### src/rtl/exec_track.sv
// In-order execute-stage result tracker: circular buffer of in-flight writes,
// operand hazard/forward queries and program-order writeback. Build option: EXEC_TRACK_FWD_EN.
module exec_track #(
   parameter int DEPTH     = 4,
   parameter int NUM_UNITS = 4,
   parameter int LAT_W     = 4,
   parameter int DATA_W    = 32
) (
   input  logic                            clk,
   input  logic                            rst,
   input  logic                            issue_valid,
   output logic                            issue_ready,
   input  logic [4:0]                      issue_rd,
   input  logic                            issue_fmode,
   input  logic                            issue_wr,
   input  logic [LAT_W-1:0]                issue_lat,
   input  logic [$clog2(NUM_UNITS)-1:0]    issue_unit,
   input  logic [DATA_W-1:0]               issue_data,
   input  logic [NUM_UNITS*DATA_W-1:0]     unit_data,
   input  logic                            ext_done,
   input  logic [DATA_W-1:0]               ext_data,
   input  logic [4:0]                      rs_no,
   input  logic [4:0]                      rt_no,
   input  logic                            rs_fmode,
   input  logic                            rt_fmode,
   output logic                            rs_hazard,
   output logic                            rt_hazard,
   output logic                            rs_fwd_en,
   output logic                            rt_fwd_en,
   output logic [DATA_W-1:0]               rs_fwd,
   output logic [DATA_W-1:0]               rt_fwd,
   output logic                            wb_valid,
   output logic                            wb_fmode,
   output logic [4:0]                      wb_reg,
   output logic [DATA_W-1:0]               wb_data,
   output logic [$clog2(DEPTH):0]          count
);

   localparam int PTR_W  = $clog2(DEPTH);
   localparam int CNT_W  = PTR_W + 1;
   localparam int UNIT_W = $clog2(NUM_UNITS);
   localparam logic [CNT_W-1:0] DEPTH_C = CNT_W'(DEPTH);
   localparam logic [LAT_W-1:0] LAT_EXT = '1;

   logic [DEPTH-1:0]  ent_valid;
   logic [DEPTH-1:0]  ent_fmode;
   logic [DEPTH-1:0]  ent_wr;
   logic [DEPTH-1:0]  ent_ext;
   logic [DEPTH-1:0]  ent_done;
   logic [4:0]        ent_rd   [DEPTH];
   logic [UNIT_W-1:0] ent_unit [DEPTH];
   logic [LAT_W-1:0]  ent_cnt  [DEPTH];
   logic [DATA_W-1:0] ent_data [DEPTH];

   logic [PTR_W-1:0]  head;
   logic [PTR_W-1:0]  tail;

   logic              issue_fire;
   logic              retire_fire;
   logic              ext_hit;
   logic [PTR_W-1:0]  ext_idx;
   logic [DEPTH-1:0]  rs_match;
   logic [DEPTH-1:0]  rt_match;

   assign issue_ready = (count < DEPTH_C);
   assign issue_fire  = issue_valid && issue_ready;
   assign retire_fire = ent_valid[head] && ent_done[head];

   // Scan youngest-to-oldest so the oldest pending external entry is the last hit.
   always_comb begin
      logic [PTR_W-1:0] idx;
      ext_hit = 1'b0;
      ext_idx = '0;
      idx     = '0;
      for (int i = DEPTH - 1; i >= 0; i--) begin
         idx = head + PTR_W'(i);
         if (ent_valid[idx] && ent_ext[idx] && !ent_done[idx]) begin
            ext_hit = 1'b1;
            ext_idx = idx;
         end
      end
   end

   // Integer register 0 is hard-wired, so writes to it never create a dependency.
   always_comb begin
      rs_match = '0;
      rt_match = '0;
      for (int j = 0; j < DEPTH; j++) begin
         rs_match[j] = ent_valid[j] && ent_wr[j] && (ent_fmode[j] == rs_fmode) &&
                       (ent_rd[j] == rs_no) && (ent_fmode[j] || (ent_rd[j] != 5'd0));
         rt_match[j] = ent_valid[j] && ent_wr[j] && (ent_fmode[j] == rt_fmode) &&
                       (ent_rd[j] == rt_no) && (ent_fmode[j] || (ent_rd[j] != 5'd0));
      end
   end

`ifdef EXEC_TRACK_FWD_EN
   // Walk oldest-to-youngest so the youngest matching entry decides the answer.
   always_comb begin
      logic             rs_hit;
      logic             rt_hit;
      logic [PTR_W-1:0] rs_sel;
      logic [PTR_W-1:0] rt_sel;
      logic [PTR_W-1:0] idx;
      rs_hit = 1'b0;
      rt_hit = 1'b0;
      rs_sel = '0;
      rt_sel = '0;
      idx    = '0;
      for (int i = 0; i < DEPTH; i++) begin
         idx = head + PTR_W'(i);
         if (rs_match[idx]) begin
            rs_hit = 1'b1;
            rs_sel = idx;
         end
         if (rt_match[idx]) begin
            rt_hit = 1'b1;
            rt_sel = idx;
         end
      end
      rs_hazard = rs_hit && !ent_done[rs_sel];
      rs_fwd_en = rs_hit && ent_done[rs_sel];
      rs_fwd    = rs_fwd_en ? ent_data[rs_sel] : '0;
      rt_hazard = rt_hit && !ent_done[rt_sel];
      rt_fwd_en = rt_hit && ent_done[rt_sel];
      rt_fwd    = rt_fwd_en ? ent_data[rt_sel] : '0;
   end
`else
   // Without forwarding any in-flight writer stalls the operand until writeback.
   assign rs_hazard = |rs_match;
   assign rt_hazard = |rt_match;
   assign rs_fwd_en = 1'b0;
   assign rt_fwd_en = 1'b0;
   assign rs_fwd    = '0;
   assign rt_fwd    = '0;
`endif

   always_ff @(posedge clk) begin
      if (rst) begin
         head      <= '0;
         tail      <= '0;
         count     <= '0;
         ent_valid <= '0;
         ent_done  <= '0;
         ent_ext   <= '0;
         wb_valid  <= 1'b0;
         wb_fmode  <= 1'b0;
         wb_reg    <= '0;
         wb_data   <= '0;
      end else begin
         wb_valid <= 1'b0;

         for (int j = 0; j < DEPTH; j++) begin
            if (ent_valid[j] && !ent_done[j] && !ent_ext[j]) begin
               ent_cnt[j] <= ent_cnt[j] - LAT_W'(1);
               if (ent_cnt[j] == LAT_W'(1)) begin
                  ent_data[j] <= unit_data[int'(ent_unit[j]) * DATA_W +: DATA_W];
                  ent_done[j] <= 1'b1;
               end
            end
         end

         if (ext_done && ext_hit) begin
            ent_data[ext_idx] <= ext_data;
            ent_done[ext_idx] <= 1'b1;
         end

         // The tail slot is always free when issue is accepted, so no field conflicts.
         if (issue_fire) begin
            ent_valid[tail] <= 1'b1;
            ent_rd[tail]    <= issue_rd;
            ent_fmode[tail] <= issue_fmode;
            ent_wr[tail]    <= issue_wr;
            ent_unit[tail]  <= issue_unit;
            ent_cnt[tail]   <= issue_lat;
            ent_ext[tail]   <= (issue_lat == LAT_EXT);
            ent_done[tail]  <= (issue_lat == '0);
            ent_data[tail]  <= issue_data;
            tail            <= tail + PTR_W'(1);
         end

         if (retire_fire) begin
            ent_valid[head] <= 1'b0;
            head            <= head + PTR_W'(1);
            wb_valid        <= ent_wr[head];
            if (ent_wr[head]) begin
               wb_fmode <= ent_fmode[head];
               wb_reg   <= ent_rd[head];
               wb_data  <= ent_data[head];
            end
         end

         unique case ({issue_fire, retire_fire})
            2'b10:   count <= count + CNT_W'(1);
            2'b01:   count <= count - CNT_W'(1);
            default: count <= count;
         endcase
      end
   end

endmodule
### config.mk
export PLATFORM = sky130hd
export DESIGN_NAME = exec_track
export DESIGN_NICKNAME = d
export VERILOG_FILES = /design/src/rtl/exec_track.sv
export SDC_FILE = /design/constraint.sdc
export NUM_CORES = 1
export LEC_CHECK = 0
export ABC_AREA = 1
export BUFFER_PORTS_ARGS = -buffer_cell sky130_fd_sc_hd__clkbuf_2
export CORE_ASPECT_RATIO = 1.75
export CORE_UTILIZATION = 50
export DETAILED_ROUTE_END_ITERATION = 8
export HOLD_SLACK_MARGIN = 0.15
export PLACE_DENSITY = 0.73
export SYNTH_ARGS = -nofsm -noshare
export SYNTH_HDL_FRONTEND = slang
export SYNTH_SLANG_ARGS = --single-unit
### constraint.sdc
create_clock -name clk -period 10.6 [get_ports clk]
set_input_delay 1.06 -clock clk [delete_from_list [all_inputs] [get_ports clk]]
set_output_delay 1.06 -clock clk [all_outputs]
set_load 0.05 [all_outputs]
==> results.json, run 1 <==
{
  "final_cells": 3268,
  "clkSinkCount": 238,
  "crit_type": "register to register",
  "die_x_um": 146,
  "fin_tns_setup_ns": 0,
  "skew_ns": 0.0287,
  "ys_warn_count": 0,
  "initial_core_util_pct": 51.0,
  "grt_busiest_layer": "met2",
  "ys_ff_latch": 238,
  "drtIter0Drc": 2167,
  "rsz0062_at_grt": "false",
  "grt_first_pass_wirelength_um": 95400,
  "crit_chain": "inv_1 > ha_1 > inv_1 > nand3_1 > nor2b_1 > nor2_2 > nand3_2 > nand3_4 > inv_2 > buf_4 > nand2_4 > nand3_2",
  "rows": 91,
  "reg_top3": "ent_data: 128 flops, wb_data: 32 flops, ent_rd: 20 flops",
  "nets": 3025,
  "grt_use_total_pct": 32.7,
  "antenna_found_initial": 1,
  "setup_viol": 0,
  "grt_use_met1_pct": 41.0,
  "pin_count": 332,
  "vias_per_cell": 5.86,
  "fillers": 3396,
  "cp_top_family": "simple AND/OR/NAND/NOR gates",
  "post_cts_resized": 0,
  "grt_overflow": 0,
  "end_kind": "register",
  "vias": 19200,
  "status": "finished, final reports clean",
  "start_kind": "register",
  "holdBufCountCts": 0,
  "synth_cell_types": 46,
  "post_dp_cell_area_mm2": 0.0191,
  "fmax_mhz": 207,
  "post-place-cells": 3226,
  "coreArea_mm2": 0.0354,
  "worstPathArrival_ns": 4.97,
  "syn_to_final_growth_pct": 9.55,
  "synthCells": 2671,
  "final_area_mm2": 0.0198,
  "synth_top_flop_cell": "edfxtp_1",
  "die-area_mm2": 0.0369,
  "cts_root_buf": "clkbuf_16",
  "gp_congestion": 0.965,
  "cts_tree": "built",
  "portBuffers": 265,
  "min_path_type": "register to register",
  "gr-usage-met3_pct": 3.87,
  "ir_drop_uv": 92.4,
  "finalCriticalPeriod_ns": 4.84,
  "largest_reg_flops": 128,
  "power_leakage_uw": 0.00869,
  "clk_pin_slew_ns": 0.07,
  "synth.area.top_cells": "edfxtp_1, nand2_1, nand3_1, o21ai_0, dfxtp_1",
  "clk_latency_ns": 0.53,
  "drc": 0,
  "maxCapViolCount": 0,
  "synth_edf_count": 180,
  "h-tree-depth": 1,
  "critPathBufInv": 4,
  "grt_pass1_vias": 17500,
  "whs_ns": 0.463,
  "syn_area_per_cell_um2": 6.76,
  "syn-cell-area_mm2": 0.0181,
  "die_h_um": 253,
  "wl_um": 62100,
  "critPathMaxFanout": 68,
  "gr-usage-met2_pct": 56.4,
  "synth_top_cell_by_area": "edfxtp_1",
  "ys_top_cells_by_count": "nand2_1, nand3_1, o21ai_0",
  "slowest_stage": "dfxtp_2",
  "final_max_slew_viol_count": 0,
  "maxSlewHeadroom_pct": 15.8,
  "synth.most_common_cell": "nand2_1",
  "dp_hpwl_um": 45000,
  "cp.required_ns": 10.73,
  "cts_made_buffers": 23,
  "firstDrtPassIters": 8,
  "final_antenna_net_count": 0,
  "yosysSeqAreaShare_pct": 36.4,
  "grt_max_degree": 97,
  "drive_gt1_share_pct": 12.8,
  "post_cts_buffers": 0,
  "top_register": "ent_data",
  "post_drt_wl_per_cell_um": 19.0,
  "power.density_mw_per_mm2": 118,
  "finalHoldViolCount": 0,
  "crit_path_max_incr_delay_ns": 0.95,
  "yosysTopAreaCellShare_pct": 29.9,
  "clock_path_buffers": 3,
  "period_share_pct": 45.7,
  "tightest_slew_ns": 1.26,
  "async_flop_share_pct": 0
}
## routing by layer
metal,vias up,wire [um]
met2,1151,30400
met5,-,0
li1,9145,-
met4,0,2490
met3,155,5730
met1,8712,23400
## final timing paths
check | startpoint | slack [ns] | endpoint | cells past startpoint
worst max-delay path | head[1] | 5.76 | ent_data[2][7] | 12
worst min-delay path | wb_data[14] | 0.46 | wb_data[14] | 2
worst max register to register | head[1] | 5.76 | ent_data[2][7] | 12
worst min register to register | wb_data[14] | 0.46 | wb_data[14] | 2
## worst register-to-register path: cells and delay by family, from the launching register on
family,cells,cell delay (ns)
adder cells (fa/ha/maj),1,0.33
buffers and inverters,4,1.02
flip-flops,1,0.95
AND/OR/NAND/NOR,7,2.15
## metrics by stage
step | utilization (%) | power (uW) | setup slack, ns
2_1_floorplan | - | 1430 | 6.18
3_3_place_gp | 53.9 | 1570 | 5.62
3_5_place_dp | 53.9 | 1580 | 5.57
4_1_cts | 55.8 | 2340 | 5.82
5_1_grt | 55.8 | 2430 | 5.39
6_report | 55.9 | 2340 | 5.76
## cell families (layout without fill, tap and decap cells)
kind of cell,Yosys count,count (layout),synth area share (%)
AO/OA/AOI/OAI,599,599,18.0
AND/OR/NAND/NOR,1386,1386,32.5
buffers and inverters,401,467,10.5
other,1,67,0.0208
flip-flops,238,238,36.4
adder cells (fa/ha/maj),18,18,1.29
XOR/XNOR,28,28,1.36
## where the power goes
part	internal [uW]	switching [uW]	leakage, uW
registers	1050	24.0	0.00211
logic	139	363	0.00624
clock network	408	357	0.000335
## cells in the final DEF (no fill, tap or decap), types with 4 or more instances in the layout
| cell type | instances |
|---|---|
| clkinv_1 | 8 |
| xnor2_1 | 15 |
| inv_1 | 127 |
| clkbuf_2 | 265 |
| nor2_1 | 167 |
| conb_1 | 66 |
| nor3_1 | 8 |
| buf_4 | 27 |
| ha_1 | 17 |
| o211ai_1 | 4 |
| o21bai_1 | 34 |
| o21ai_1 | 9 |
| nand2_1 | 793 |
| o21ai_0 | 292 |
| a221oi_1 | 4 |
| a21oi_1 | 166 |
| nor4_1 | 7 |
| clkinv_2 | 5 |
| nand2_4 | 4 |
| o22ai_1 | 75 |
| dfxtp_1 | 56 |
| nand4_1 | 9 |
| xor2_1 | 13 |
| nand2_2 | 5 |
| nor2_4 | 6 |
| nand3_1 | 376 |
| edfxtp_1 | 180 |
| clkbuf_16 | 23 |
## final cells by class
type	instances	area (um2)	share of cell area, %
Inverter	134	505	2.56
Multi-Input combinational cell	2097	9910	50.1
Clock buffer	26	597	3.02
Sequential cell	238	6570	33.2
Tap cell	465	582	2.94
Timing Repair Buffer	292	1530	7.73
Clock inverter	15	87.6	0.443
Antenna cell	1	2.50	0.0127
No activity file was read; power rests on OpenSTA's default activity.
==> inputs of run 2 (changes only) <==
Settings changed: PLACE_DENSITY 0.73 to 0.76.
Clock period 10.6 ns to 4.05 ns, I/O delays scaled along.
==> run 2 against run 1 <==
Compared with the run above: final cell count up 0.95%; via count up 3.4%; critical path type unchanged; die area stayed put; sequential power rose to 2.6 times the previous value; critical path depth stayed put; sequential share of layout area is 0.55 points lower.
==> results.json, run 2 (same netlist as run 1, synthesis figures left out) <==
{
  "critPathBufInv": 3,
  "grt_use_total_pct": 36.0,
  "setup_viol": 0,
  "p_sw_uw": 2030,
  "rsz0062_at_grt": "false",
  "cts_made_buffers": 23,
  "min_path_type": "input pin to register",
  "post_cts_buffers": 0,
  "critPathMaxFanout": 59,
  "cts_tree": "built",
  "dpl_worst_slack_ns": 0.830,
  "dr.max_layer_used": "met4",
  "dr_wl_met2_um": 33000,
  "vias_per_cell": 6.01,
  "grt_max_degree": 96,
  "wl_met1_um": 24700,
  "finalCriticalPeriod_ns": 3.27,
  "coreArea_mm2": 0.0354,
  "rows": 91,
  "clk_pin_slew_ns": 0.07,
  "grt_overflow": 0,
  "post_cts_resized": 0,
  "pin_count": 332,
  "maxCapViolCount": 0,
  "finish.utilization_pct": 56.8,
  "syn_to_final_growth_pct": 11.4,
  "cts_root_buf": "clkbuf_16",
  "final_antenna_net_count": 0,
  "setup_ws_ns": 0.778,
  "p_clk_share_pct": 34.6,
  "crit_path_max_incr_delay_ns": 0.52,
  "cpMostUsedCell": "nand2_1",
  "drtIter0Drc": 2308,
  "power_leakage_uw": 0.00886,
  "nets": 3056,
  "crit_type": "register to register",
  "drive_gt1_share_pct": 13.5,
  "skew_ns": 0.0270,
  "layout_commonest_cell": "nand2_1",
  "portBuffers": 265,
  "die_h_um": 253,
  "firstDrtPassIters": 7,
  "start_kind": "register",
  "finalHoldViolCount": 0,
  "maxSlewHeadroom_pct": 25.2,
  "largest_reg_flops": 128,
  "end_kind": "register",
  "clock_path_buffers": 3,
  "pwr-share-comb_pct": 21.5,
  "layout_common_cells": "nand2_1, nand3_1, o21ai_0, clkbuf_2, edfxtp_1",
  "reg_top3": "ent_data: 128 flops, wb_data: 32 flops, ent_rd: 20 flops",
  "clk_latency_ns": 0.55,
  "cp.required_ns": 4.22,
  "fmax_mhz": 306,
  "period_share_pct": 80.8,
  "fillers": 3464,
  "fin_tns_setup_ns": 0,
  "n_antenna_cell": 0,
  "antenna_found_initial": 0,
  "switching_share_pct": 31.8,
  "clkSinkCount": 238,
  "grt_first_pass_wirelength_um": 104000,
  "slowest_stage": "buf_4",
  "grt_pass1_vias": 18600,
  "sequentialPowerShare_pct": 43.9,
  "die-area_mm2": 0.0369,
  "ir_drop_uv": 218,
  "initial_core_util_pct": 51.0,
  "status": "finished, final reports clean",
  "drc": 0,
  "gp_congestion": 0.982,
  "final_max_slew_viol_count": 0,
  "top_register": "ent_data",
  "internal_power_uw": 4340,
  "wl_met3_um": 6650,
  "cp_top_family": "simple AND/OR/NAND/NOR gates",
  "die_x_um": 146,
  "crit_chain": "buf_4 > nand2_1 > nand3_1 > nand2_1 > nand3_2 > nand2_1 > inv_2 > nand2_2 > nand2_8 > nand4_1 > a31oi_4 > buf_4",
  "dp_hpwl_um": 47000,
  "tightest_slew_ns": 1.12,
  "wl_um": 67800,
  "worstPathArrival_ns": 3.44,
  "power.density_mw_per_mm2": 317,
  "vias": 19800,
  "h-tree-depth": 1,
  "post_drt_wl_per_cell_um": 20.5
}
[run 2: changes by cell type in the layout (fill, tap and decap cells not counted), moves of 2 or more]
| cell | change |
|---|---|
| bufinv_16 | +2 |
| clkbuf_1 | +3 |
| buf_4 | +21 |
| inv_6 | +2 |
| dlygate4sd3_1 | +9 |
| clkinv_1 | -5 |
[run 2: worst min-delay path: cells and delay by family]
| family | cells | cell delay (ns) |
|---|---|---|
| buffers and inverters | 1 | 0.12 |
| AND/OR/NAND/NOR | 2 | 0.11 |
[run 2: path summary, 6_finish.rpt]
| kind | endpoint | depth (start not counted) | slack, ns | from |
|---|---|---|---|---|
| hold / removal | ent_data[2][25] | 3 | 0.19 | issue_data[25] |
| hold reg to reg | wb_data[15] | 2 | 0.46 | wb_data[15] |
| setup / recovery | ent_data[3][19] | 12 | 0.78 | head[0] |
| setup reg to reg | ent_data[3][19] | 12 | 0.78 | head[0] |
[run 2: repair_timing]
| action | 4_1_cts | 5_1_grt |
|---|---|---|
| endpoints found under the setup margin | 0 | 0 |
| endpoints found under the hold margin | 36 | 0 |
| hold buffers | 9 | 0 |
[run 2: routing by layer]
| metal | vias up | track usage [%] |
|---|---|---|
| met2 | 1354 | 62.7 |
| met5 | - | 0 |
| met3 | 269 | 3.95 |
| li1 | 9202 | - |
| met4 | 0 | 17.6 |
| met1 | 8987 | 44.2 |
[run 2: through the flow]
| stage | hold WS (ns) | cells | power, uW | cell area (um2) |
|---|---|---|---|---|
| after floorplan | 0.470 | 2736 | 3740 | 18300 |
| after global placement | 0.451 | 3248 | 4150 | 19300 |
| after detailed placement | 0.454 | 3248 | 4180 | 19300 |
| after CTS | 0.190 | 3299 | 6360 | 20100 |
| after global routing | 0.203 | 3299 | 6600 | 20100 |
| final | 0.189 | 3299 | 6370 | 20100 |
[run 2: power groups by stage]
| stage | combinational (uW) | sequential, uW | clock, uW |
|---|---|---|---|
| detailed placement | 1330 | 2850 | 0 |
| global placement | 1300 | 2850 | 0 |
| floorplan | 868 | 2870 | 0 |
| global route | 1490 | 2800 | 2310 |
| CTS | 1340 | 2800 | 2220 |
| finish | 1370 | 2800 | 2210 |
[run 2: area by class of cell]
class	count	area (um2)	area share (%)
inverter	134	505	2.51
timing repair buffer	323	1800	8.93
clock buffer	30	622	3.09
multi-input combinational	2097	9910	49.3
sequential	238	6570	32.7
tap	465	582	2.89
clock inverter	12	130	0.647
